`src/rtl/cpu_pkg.sv`:
```
// Shared CPU front-end definitions: widths, prefetch depth and fetch FSM encoding.
// Latency: n/a (types and constants only).
// Backpressure: n/a.
package cpu_pkg;

    localparam int PC_W    = 8;
    localparam int INSTR_W = 16;
    localparam int QDEPTH  = 2;

    typedef enum logic {
        IDLE = 1'b0,
        RUN  = 1'b1
    } fetch_state_e;

endpackage : cpu_pkg

```
`src/rtl/ifetch_queue.sv`:
```
// Prefetch FIFO of {instr, pc} pairs with synchronous flush and a combinational head.
// Latency: a push is visible at the head on the edge after it is written.
// Backpressure: none internally; the caller never pushes into a full queue.
module ifetch_queue #(
    parameter int DEPTH   = cpu_pkg::QDEPTH,
    parameter int INSTR_W = cpu_pkg::INSTR_W,
    parameter int PC_W    = cpu_pkg::PC_W,
    localparam int CNT_W  = $clog2(DEPTH + 1),
    localparam int PTR_W  = (DEPTH > 1) ? $clog2(DEPTH) : 1
) (
    input  logic               clk,
    input  logic               rst,
    input  logic               push_i,
    input  logic [INSTR_W-1:0] push_instr_i,
    input  logic [PC_W-1:0]    push_pc_i,
    input  logic               pop_i,
    input  logic               flush_i,
    output logic [CNT_W-1:0]   count_o,
    output logic [INSTR_W-1:0] head_instr_o,
    output logic [PC_W-1:0]    head_pc_o
);

    typedef struct packed {
        logic [INSTR_W-1:0] instr;
        logic [PC_W-1:0]    pc;
    } entry_t;

    entry_t             mem_q [DEPTH];
    logic [PTR_W-1:0]   wr_ptr_q;
    logic [PTR_W-1:0]   rd_ptr_q;
    logic [CNT_W-1:0]   count_q;

    function automatic logic [PTR_W-1:0] ptr_inc(input logic [PTR_W-1:0] p);
        return (p == PTR_W'(DEPTH - 1)) ? '0 : p + 1'b1;
    endfunction

    // Storage, pointers and occupancy; flush wins over any push/pop on the same edge.
    always_ff @(posedge clk or posedge rst) begin
        if (rst) begin
            wr_ptr_q <= '0;
            rd_ptr_q <= '0;
            count_q  <= '0;
            for (int i = 0; i < DEPTH; i++) begin
                mem_q[i] <= '0;
            end
        end else if (flush_i) begin
            wr_ptr_q <= '0;
            rd_ptr_q <= '0;
            count_q  <= '0;
        end else begin
            if (push_i) begin
                mem_q[wr_ptr_q] <= '{instr: push_instr_i, pc: push_pc_i};
                wr_ptr_q        <= ptr_inc(wr_ptr_q);
            end
            if (pop_i) begin
                rd_ptr_q <= ptr_inc(rd_ptr_q);
            end
            count_q <= count_q + CNT_W'(push_i) - CNT_W'(pop_i);
        end
    end

    assign count_o      = count_q;
    // Head reads as zero when empty so stale entries never leak out after a flush.
    assign head_instr_o = (count_q != '0) ? mem_q[rd_ptr_q].instr : '0;
    assign head_pc_o    = (count_q != '0) ? mem_q[rd_ptr_q].pc    : '0;

endmodule : ifetch_queue

```
`src/rtl/instr_fetch.sv`:
```
// Instruction fetch unit: sequential prefetch from sync RAM into a small queue, with redirect/halt flush.
// Latency: start/redirect at edge N -> read in cycle N+1 -> ir_valid after edge N+2; one instr/cycle steady state.
// Backpressure: ir_ack low stops reads once queued + in-flight entries fill the queue.
module instr_fetch #(
    parameter int PC_W    = cpu_pkg::PC_W,
    parameter int INSTR_W = cpu_pkg::INSTR_W,
    parameter int QDEPTH  = cpu_pkg::QDEPTH
) (
    input  logic               clk,
    input  logic               rst,
    input  logic               start,
    input  logic [PC_W-1:0]    start_pc,
    input  logic               halt,
    input  logic               redirect,
    input  logic [PC_W-1:0]    redirect_pc,
    input  logic               ir_ack,
    output logic [PC_W-1:0]    ram_r_addr,
    output logic               ram_re,
    input  logic [INSTR_W-1:0] ram_r_data,
    output logic [INSTR_W-1:0] ir,
    output logic [PC_W-1:0]    ir_pc,
    output logic               ir_valid,
    output logic               busy
);

    import cpu_pkg::*;

    localparam int CNT_W = $clog2(QDEPTH + 1);

    fetch_state_e      state_q, state_d;
    logic [PC_W-1:0]   pc_q, pc_d;
    logic              inflight_q, inflight_d;
    logic [PC_W-1:0]   inflight_pc_q, inflight_pc_d;

    logic [CNT_W-1:0]  q_count;
    logic [INSTR_W-1:0] q_instr;
    logic [PC_W-1:0]   q_pc;

    logic running;
    logic start_idle;
    logic halt_run;
    logic redir_run;
    logic flush;
    logic pop;
    logic push;
    logic issue;

    assign running    = (state_q == RUN);
    assign start_idle = !running && start;
    assign halt_run   = running && halt;
    assign redir_run  = running && redirect && !halt;
    assign flush      = start_idle || halt_run || redir_run;

    assign ir_valid = (q_count != '0);
    // A redirect or halt discards the head, so the consumer's ack is not honoured then.
    assign pop      = ir_ack && ir_valid && !halt_run && !redir_run;
    // The response to last cycle's read lands now unless this cycle flushes.
    assign push     = inflight_q && !flush;

    // Issue while a slot is guaranteed; an entry leaving this cycle frees its slot
    // early, which is what lets a held ir_ack stream one instruction per cycle.
    always_comb begin
        issue = 1'b0;
        if (running && !halt && !redirect) begin
            issue = (int'(q_count) + int'(inflight_q)) < (QDEPTH + int'(pop));
        end
    end

    // Next-state for FSM, fetch pointer and the single in-flight read slot.
    always_comb begin
        state_d       = state_q;
        pc_d          = pc_q;
        inflight_d    = issue;
        inflight_pc_d = issue ? pc_q : inflight_pc_q;
        if (start_idle) begin
            state_d = RUN;
            pc_d    = start_pc;
        end else if (halt_run) begin
            state_d = IDLE;
        end else if (redir_run) begin
            pc_d = redirect_pc;
        end else if (issue) begin
            pc_d = pc_q + 1'b1;
        end
    end

    // State registers; reset abandons any outstanding read.
    always_ff @(posedge clk or posedge rst) begin
        if (rst) begin
            state_q       <= IDLE;
            pc_q          <= '0;
            inflight_q    <= 1'b0;
            inflight_pc_q <= '0;
        end else begin
            state_q       <= state_d;
            pc_q          <= pc_d;
            inflight_q    <= inflight_d;
            inflight_pc_q <= inflight_pc_d;
        end
    end

    ifetch_queue #(
        .DEPTH   (QDEPTH),
        .INSTR_W (INSTR_W),
        .PC_W    (PC_W)
    ) u_queue (
        .clk          (clk),
        .rst          (rst),
        .push_i       (push),
        .push_instr_i (ram_r_data),
        .push_pc_i    (inflight_pc_q),
        .pop_i        (pop),
        .flush_i      (flush),
        .count_o      (q_count),
        .head_instr_o (q_instr),
        .head_pc_o    (q_pc)
    );

    assign ram_r_addr = pc_q;
    assign ram_re     = issue;
    assign ir         = q_instr;
    assign ir_pc      = q_pc;
    assign busy       = running;

endmodule : instr_fetch

```
`config.mk`:
```
export PLATFORM = sky130hd
export DESIGN_NAME = instr_fetch
export DESIGN_NICKNAME = d
export VERILOG_FILES = /design/src/rtl/cpu_pkg.sv /design/src/rtl/ifetch_queue.sv /design/src/rtl/instr_fetch.sv
export SDC_FILE = /design/constraint.sdc
export NUM_CORES = 1
export LEC_CHECK = 0
export CAP_MARGIN = 5
export CORE_UTILIZATION = 41
export DETAILED_ROUTE_END_ITERATION = 7
export PLACE_DENSITY = 0.69
export SLEW_MARGIN = 20
export SYNTH_ARGS = -nofsm -noshare
export SYNTH_HDL_FRONTEND = slang
export SYNTH_HIERARCHICAL = 1
export SYNTH_SLANG_ARGS = --single-unit
```
`constraint.sdc`:
```
create_clock -name clk -period 2.03 [get_ports clk]
set_clock_uncertainty 0.2 [all_clocks]
set_input_delay 0.406 -clock clk [delete_from_list [all_inputs] [get_ports clk]]
set_output_delay 0.406 -clock clk [all_outputs]
set_load 0.05 [all_outputs]
```
==> metrics, run 1 <==
violated checks setup timing; number of core rows 32; Die Outline Area 8700 um2; startpoint class of the critical path flop; Port Buf Inserts 72; portion of total power attributed to combinational logic 44.2%; Worst-Skew Late Latency 340 ps; sort of element at the end of the critical path output port; shortest period the worst path allows 2360 ps; Die Span X 93.3 um; Total GRT Usage 19.6%; number of fill cells in the layout 607; clock power share 19.3%; vertical die dimension 93.3 um; Worst Tran Pin Value 394 ps; WL per Instance 15.2 um; normalized max-slew margin 73.7%; CTS clock-pin slew for the worst setup and hold paths 70 ps; post-detail-place hpwl 5030 um; overall routed net length 7540 um; starting DRC count in detailed routing 66; Avg Synthesized Cell Area 12.2 um2; highest achievable clock rate 0.423 GHz; number of antenna violations at the first check in global routing 0; Placer Congestion 0.784; min setup slack post-route -333 ps; Netlist cell types 39; post-route antenna net violation count 0; Net Sw Power 2030 uW; highest fanout seen on the critical path 6; Post-Place Setup Slack -535 ps; total CTS buffers 9; Max clock buf depth 2; pin count of the biggest net entering global routing 23; vias in the first global route 2,590; Yosys warning count 6; final-report hold violation count 0; post-synthesis sequential element count 70; max-capacitance violation count 0; CTS H-Tree Depth 3; outcome finished with violations; wire length of the first global-routing pass 12,700 um; leakage dissipation 0.00235 uW; maximum ir drop on the vdd rail 0.000674 V; GRT overflow 0; # clock sinks 70; gate count of the mapped netlist 279; starting density of the core 43.3%; cell taking the most area after synthesis sky130_fd_sc_hd__dfrtp_1; clock tree from TritonCTS done; area of the core region 7890 um2; Min-Delay Path Class in2async; switching share of power 35.4%; clock root buffer master sky130_fd_sc_hd__clkbuf_8; Data required, critical path 1420 ps; commonest non-fill, non-tap cells in the layout sky130_fd_sc_hd__dfrtp_1 (67), sky130_fd_sc_hd__mux2_2 (53), sky130_fd_sc_hd__clkdlybuf4s50_1 (35); share of the clock period used by the worst path 116%; Layout Area Growth over Synthesis 54.6%; predominant post-synthesis flop cell sky130_fd_sc_hd__dfrtp_1; Synth top area share 51.3%; net count after synthesis 322; remaining design rule violation count 0; number of synthesized flops with an enable pin 0; netlist area before placement 3420 um2; cell internal pwr 3700 uW; vias per inst 5.12; final antenna diode count 0; most common cell after layout, fill and taps aside sky130_fd_sc_hd__dfrtp_1; final core utilization 67.0%; share of final-layout standard cells stronger than drive strength 1 47.2%; sequential fraction of the synthesis area 51.3%; post-layout instance count excluding filler cells 496; top-level port count 73; crit path kind reg2out; hold bufs inserted after CTS 0; via total after detailed routing 2,539; FFs w/ async S/R, synth 100%; sequential power share 36.5%; Pwr per Cell Area 1090 nW/um2; number of setup violations in the final report 25; Max Slew Vio Count 0; Final Net Count 432; RSZ-0062 raised after global routing yes; placed cells 467; arrival time reported for the critical path endpoint 1760 ps; largest cells by area after synthesis sky130_fd_sc_hd__dfrtp_1 (51%), sky130_fd_sc_hd__mux2_2 (18%), sky130_fd_sc_hd__mux2i_1 (7.0%); length of the first detailed-routing pass in iterations 4
[metal layers]
metal	vias to the layer above	part of all wire [%]	track usage [%]
li1	1216	-	-
met5	-	0	0
met2	77	50	32.5
met1	1237	43	24.3
met3	9	5.1	4.72
met4	0	1.7	8.59
[cell type report]
cell class	count	area [um2]	area share, %
multi-input cells	192	1700	32.2
clock inverters	5	58.8	1.11
repair buffers	112	1490	28.1
flip-flops and latches	70	1760	33.2
clock buffers	11	141	2.68
well taps	102	128	2.42
inverters	4	15.0	0.284
[state kept, by name (all words and copies together), names as in the netlist]
| signal | flops |
|---|---|
| u_queue/mem_q | 48 |
| inflight_pc_q | 8 |
| ram_r_addr | 8 |
| u_queue/count_o | 2 |
| busy | 1 |
| inflight_q | 1 |
| u_queue/rd_ptr_q | 1 |
| u_queue/wr_ptr_q | 1 |
[synth_stat cells, types with 3 or more instances]
cell                       instances
sky130_fd_sc_hd__buf_2             3
sky130_fd_sc_hd__nor2b_1           3
sky130_fd_sc_hd__nand3_1          16
sky130_fd_sc_hd__nand2b_1          3
sky130_fd_sc_hd__dfrtp_1          70
sky130_fd_sc_hd__nor2_1           34
sky130_fd_sc_hd__a211o_1           5
sky130_fd_sc_hd__nand2_1          14
sky130_fd_sc_hd__o21ai_0           3
sky130_fd_sc_hd__mux2_2           54
sky130_fd_sc_hd__clkbuf_1          6
sky130_fd_sc_hd__xor2_1            5
sky130_fd_sc_hd__inv_1             4
sky130_fd_sc_hd__ha_1              5
sky130_fd_sc_hd__mux2i_1          24
[through the flow]
stage                     hold slack, ps  instance area [um2]  setup TNS, ps  total power (uW)
after floorplan                      145                 3510         -10980              3440
after global placement               274                 4770         -24420              4260
after detailed placement             294                 4770         -26950              4320
after CTS                            210                 5220          -5660              5770
after global routing                 227                 5280          -7130              6070
final                                221                 5280          -4910              5740
[final timing paths]
kind	start	end	slack [ps]	cells after the start
max	u_queue/count_o[0]$_DFF_PP0_	ram_re	-330	6
min	rst	u_queue/wr_ptr_q$_DFFE_PP0P_	220	2
max in group asynchronous	rst	u_queue/mem_q[2]$_DFFE_PP0P_	960	3
min reg2reg	u_queue/mem_q[0]$_DFFE_PP0P_	u_queue/mem_q[0]$_DFFE_PP0P_	300	1
min in group clk	u_queue/mem_q[0]$_DFFE_PP0P_	u_queue/mem_q[0]$_DFFE_PP0P_	300	1
max reg2reg	u_queue/count_o[0]$_DFF_PP0_	ram_r_addr[2]$_DFFE_PP0P_	40	6
[repair_timing]
action | CTS | global route
pin swaps | 3 | 1
setup endpoints to repair | 73 | 77
gates cloned | 4 | 1
setup buffers | 6 | 3
gates resized for setup | 19 | 6
[kinds of logic (layout without fill, tap and decap cells)]
| family | after synthesis | count (layout) | share of synthesized area (%) |
|---|---|---|---|
| adder cells (fa/ha/maj) | 5 | 5 | 1.83 |
| buffers and inverters | 17 | 132 | 2.64 |
| multiplexers | 81 | 81 | 25.9 |
| AO/OA/AOI/OAI | 17 | 17 | 3.81 |
| AND/OR/NAND/NOR | 81 | 81 | 12.1 |
| XOR/XNOR | 8 | 8 | 2.45 |
| flip-flops | 70 | 70 | 51.3 |
[power groups by stage]
stage,Combinational [uW],Sequential (uW),Clock [uW]
4_1_cts,2540,2090,1150
5_1_grt,2710,2160,1200
2_1_floorplan,1200,2240,0
6_report,2530,2090,1110
3_3_place_gp,2170,2090,0
3_5_place_dp,2210,2110,0
[critical path, stage by stage (launching register included)]
cell	delay, ps
sky130_fd_sc_hd__dfrtp_1	400
sky130_fd_sc_hd__ha_2	190
sky130_fd_sc_hd__ha_4	210
sky130_fd_sc_hd__o21a_4	140
sky130_fd_sc_hd__nor4_4	160
sky130_fd_sc_hd__buf_4	190
sky130_fd_sc_hd__buf_12	130
Note: power is estimated with default switching activity, not from simulation.
==> run 2, diff against run 1 <==
--- a/config.mk
+++ b/config.mk
@@ -8,7 +8,9 @@
 export CAP_MARGIN = 5
 export CORE_UTILIZATION = 41
 export DETAILED_ROUTE_END_ITERATION = 7
+export MAX_ROUTING_LAYER = met4
 export PLACE_DENSITY = 0.69
+export RECOVER_POWER = 50
 export SLEW_MARGIN = 20
 export SYNTH_ARGS = -nofsm -noshare
 export SYNTH_HDL_FRONTEND = slang
==> metrics, run 2 (synthesized netlist as in run 1, its figures left out) <==
shortest period the worst path allows 2370 ps; Worst-Skew Late Latency 340 ps; final-report hold violation count 0; GRT overflow 0; total CTS buffers 9; startpoint class of the critical path flop; leakage dissipation 0.00234 uW; remaining design rule violation count 0; arrival time reported for the critical path endpoint 1760 ps; min setup slack post-route -336 ps; share of the clock period used by the worst path 117%; final core utilization 66.6%; vias in the first global route 2,573; Final Net Count 432; vias per inst 5.11; Placer Congestion 0.794; via total after detailed routing 2,536; post-route antenna net violation count 0; wire length of the first global-routing pass 12,700 um; CTS clock-pin slew for the worst setup and hold paths 70 ps; clock root buffer master sky130_fd_sc_hd__clkbuf_8; starting density of the core 43.3%; top-level port count 73; pin count of the biggest net entering global routing 23; area of the core region 7890 um2; Worst Tran Pin Value 973 ps; starting DRC count in detailed routing 72; # clock sinks 70; Port Buf Inserts 72; highest achievable clock rate 0.423 GHz; number of core rows 32; Layout Area Growth over Synthesis 53.7%; WL per Instance 15.2 um; largest reg by FF count u_queue/mem_q; final total negative setup slack -4940 ps; outcome finished with violations; length of the first detailed-routing pass in iterations 6; vertical die dimension 93.3 um; Data required, critical path 1420 ps; total chip power 5740 uW; clock tree from TritonCTS done; RSZ-0062 raised after global routing yes; number of antenna violations at the first check in global routing 0; commonest non-fill, non-tap cells in the layout sky130_fd_sc_hd__dfrtp_1 (67), sky130_fd_sc_hd__mux2_2 (53), sky130_fd_sc_hd__clkdlybuf4s50_1 (34); sort of element at the end of the critical path output port; final antenna diode count 0; number of setup violations in the final report 25; Max clock buf depth 2; most common cell after layout, fill and taps aside sky130_fd_sc_hd__dfrtp_1; Die Span X 93.3 um; Pwr per Cell Area 1090 nW/um2; CTS H-Tree Depth 3; Min-Delay Path Class reg2reg; Die Outline Area 8700 um2; crit path kind reg2out; overall routed net length 7550 um; post-detail-place hpwl 5030 um; hold_ws 305 ps; highest fanout seen on the critical path 6; share of final-layout standard cells stronger than drive strength 1 46.7%; violated checks setup timing; number of flip-flops under the largest register name 48; normalized max-slew margin 35.1%; max-capacitance violation count 0; maximum ir drop on the vdd rail 0.000677 V; Max Slew Vio Count 0; Total GRT Usage 20.2%
-- run 2: cell types whose count changed in the layout (fill, tap and decap cells not counted) --
| cell | delta |
|---|---|
| sky130_fd_sc_hd__dlygate4sd3_1 | +1 |
| sky130_fd_sc_hd__inv_2 | -1 |
| sky130_fd_sc_hd__clkdlybuf4s50_1 | -1 |
| sky130_fd_sc_hd__clkbuf_2 | +2 |
| sky130_fd_sc_hd__clkbuf_1 | +1 |
| sky130_fd_sc_hd__buf_6 | +1 |
| sky130_fd_sc_hd__buf_12 | -2 |
| sky130_fd_sc_hd__buf_4 | -2 |
| sky130_fd_sc_hd__inv_1 | +1 |
-- run 2: repair_timing --
action | 4_1_cts | 5_1_grt
hold endpoints to repair | 0 | 0
pin swaps | 3 | 1
resized for setup | 19 | 7
buffers inserted | 6 | 3
cloned | 4 | 1
setup endpoints to repair | 73 | 78
hold buffers | 0 | 0
-- run 2: per-layer routing --
metal / up-vias / track usage [%] / part of all wire (%) / wire length [um]
met5: - / - / 0 / 0
met3: 6 / 5.45 / 5.0 / 379
li1: 1218 / - / - / -
met1: 1236 / 24.6 / 44 / 3310
met2: 76 / 32.5 / 50 / 3770
met4: 0 / 7.05 / 1.1 / 83
-- run 2: per-stage QoR --
| stage | cells | area (um2) | setup slack [ps] |
|---|---|---|---|
| global route | 496 | 5250 | -434 |
| global placement | 467 | 4770 | -464 |
| detailed placement | 467 | 4770 | -535 |
| finish | 496 | 5250 | -336 |
| floorplan | 279 | 3510 | -477 |
| CTS | 492 | 5220 | -369 |
-- run 2: final timing paths --
check | start | end | slack [ps] | cells after the start
hold / removal | u_queue/mem_q[0]$_DFFE_PP0P_ | u_queue/mem_q[0]$_DFFE_PP0P_ | 310 | 1
setup / recovery | u_queue/count_o[0]$_DFF_PP0_ | ram_re | -340 | 6
max in group asynchronous | rst | u_queue/mem_q[2]$_DFFE_PP0P_ | 290 | 3
setup reg to reg | u_queue/count_o[0]$_DFF_PP0_ | ram_r_addr[2]$_DFFE_PP0P_ | 30 | 6
hold reg to reg | u_queue/mem_q[0]$_DFFE_PP0P_ | u_queue/mem_q[0]$_DFFE_PP0P_ | 310 | 1
min in group asynchronous | rst | u_queue/wr_ptr_q$_DFFE_PP0P_ | 410 | 2
-- run 2: cell type report --
type                            instances  area, um2
Clock buffer                           11        141
Tap cell                              102        128
Timing Repair Buffer                  112       1460
Fill cell                             610       2640
Sequential cell                        70       1760
Inverter                                4       15.0
Clock inverter                          5       58.8
Multi-Input combinational cell        192       1700
-- run 2: critical path: stages (launching register included) --
cell and delay (ps):
sky130_fd_sc_hd__dfrtp_1 400, sky130_fd_sc_hd__ha_2 190, sky130_fd_sc_hd__ha_4 210, sky130_fd_sc_hd__o21a_4 140
sky130_fd_sc_hd__nor4_4 160, sky130_fd_sc_hd__buf_4 190, sky130_fd_sc_hd__buf_12 130
-- run 2: power by group --
group,internal (uW),switching (uW)
logic,1300,1230
clock network,601,511
registers,1800,297
==> variant (settings of run 1) <==
`pc_q` no longer has a reset.
--- a/src/rtl/instr_fetch.sv
+++ b/src/rtl/instr_fetch.sv
@@ -89,13 +89,15 @@
         if (rst) begin
             state_q       <= IDLE;
-            pc_q          <= '0;
             inflight_q    <= 1'b0;
             inflight_pc_q <= '0;
         end else begin
             state_q       <= state_d;
-            pc_q          <= pc_d;
             inflight_q    <= inflight_d;
             inflight_pc_q <= inflight_pc_d;
         end
+    end
+
+    always_ff @(posedge clk) begin
+        pc_q <= pc_d;
     end
 
Formal check against the unedited RTL: not equivalent (a bounded check fails within 4 cycles, from zero or initial values and one cycle with rst high).
==> variant against run 1 <==
- total power rose by 6.7%
- core utilization grew 1.6 points
- the flow still finishes with violations (negative setup slack)
- first-iteration DRC count is 71% higher
- via count shrank 7.7%
- design area rose by 1.9%
- critical endpoint unchanged
- sequential cell count unchanged
- area after synthesis is 1.5% lower
- routed wire length is 4.6% lower
- worst setup slack worse by 64 ps
- largest power group unchanged
- highest routed layer unchanged
==> variant: results (changes against run 1) <==
status finished with violations; failing checks negative setup slack; Area contributors post-synth dfrtp_1 46%, mux2_2 15%, mux2i_1 7.4%, edfxtp_1 7.1%, mux2_4 3.6%; comb pwr between 2 and 3 mW; final setup vio count 68 (+170%); Largest register FFs 48 (unchanged); Skew-Pair Late Insertion Delay 340 ps (about the same); worst setup margin -397 ps (-64.3 ps); global-route usage over all layers 0.177 (-0.0194); Via density 4.98 (-2.8%); leak pwr 2.34 nW (-0.72%); post-synthesis compound-gate area fraction 0.0424 (+0.00430); slowest CP cell a2111o_1; Peak VDD IR 0.587 mV (-13%); DR pass1 iterations 5 (+1); DP HPWL 4580 um (-8.9%); yosys warns 6 (unchanged); Synth Area in XOR/XNOR 0.0171 (-0.00743); port bufs 72 (unchanged); Bufs on Longest Clock Path 2 (unchanged); CP peak stage delay 450 ps (+50 ps); switching power 2.06 mW (+1.4%); pin count of the biggest net entering global routing 53 (+130%); Flop pwr share 0.352 (-0.013); H-tree depth 3 (unchanged); first-pass GRT wire length 11500 um (-9.8%); CP max FO 2 (-4); post-synthesis cell type count 35 (-10%); mux share of post-synthesis cell area 0.271 (+0.0114); initial antenna violation count 0 (unchanged); Inserted Diodes 0 (unchanged); Tightest Pin Transition 381 ps (-13.3 ps); Crit path max-delay family compound AO/OA/AOI/OAI gates; Root Buffer clkbuf_8; fin nets 407 (-5.8%); Commonest cells post-synth 62 x dfrtp_1, 46 x mux2_2, 29 x nor2_1; Most flops, register u_queue/mem_q; fraction of layout cells with a size suffix above 1 0.512 (+0.0401); DRT iter0 DRCs 113 (+71%); Post-synth ARST share 0.886 (-0.114); WL final 7190 um (-4.6%); worst min-delay path category input port to asynchronous set/reset pin; Post-synth EDFFs 8 (+8); Reg2Reg Depth 6 (unchanged); CTS buffer count 9 (unchanged); PwrDens 1140 nW/um^2 (+4.7%); Fillers 543 (-11%); Synth Area in Adders 0.0186 (+0.000279); number of global-route vias before repair 2346 (-9.4%); GP Congestion 0.788 (+0.59%); post-synthesis sequential area ratio 0.532 (+0.0197); clock slew at reported path FFs approximately 80 ps; Post-Syn Nets 306 (-5.0%)
variant: kinds of logic (layout without fill, tap and decap cells):
family          Yosys count  after routing
xor+xnor                  5              5
compound gates           25             25
simple gates             59             59
buf+inv                  18            124
flops                    70             70
mux                      81             81
fa+ha+maj                 5              5
variant: layout make-up:
type	count	share of cell area
Timing Repair Buffer	103	0.258
Clock buffer	11	0.0284
Sequential cell	70	0.334
Inverter	5	0.00418
Tap cell	102	0.0237
Clock inverter	5	0.0193
Multi-Input combinational cell	175	0.332
variant: path summary, 6_finish.rpt:
path	slack, ps	endpoint	startpoint
min	190	inflight_pc_q[1]	rst
min in group clk	240	busy	halt
min reg2reg	290	u_queue/mem_q[18]	u_queue/mem_q[18]
max in group asynchronous	1110	u_queue/count_o[1]	rst
max	-400	ram_re	inflight_q
max reg2reg	-120	inflight_pc_q[1]	inflight_q
variant: per-stage QoR:
step | area [um^2] | std cells | TNS, ps | setup slack [ps] | util
floorplan | 3460 | 263 | -5290 | -196 | -
global placement | 4710 | 446 | -21780 | -414 | 0.600
detailed placement | 4710 | 446 | -23540 | -429 | 0.600
CTS | 5180 | 467 | -5220 | -412 | 0.660
global route | 5380 | 471 | -11440 | -457 | 0.686
finish | 5380 | 471 | -5960 | -397 | 0.686
variant: timing repair:
item                                    4_1_cts  5_1_grt
pin swaps                                     6       18
endpoints found under the setup margin       34       91
buffers inserted                              2        7
cloned                                        3        1
gates resized for setup                      26       34
variant: metal layers:
| metal | global-route usage | routed length (um) | vias up | share of wire |
|---|---|---|---|---|
| li1 | - | - | 1131 | - |
| met1 | 0.232 | 3240 | 1132 | 0.45 |
| met2 | 0.288 | 3520 | 72 | 0.49 |
| met3 | 0.0386 | 321 | 9 | 0.045 |
| met4 | 0.0625 | 103 | 0 | 0.014 |
| met5 | 0 | 0 | - | 0 |
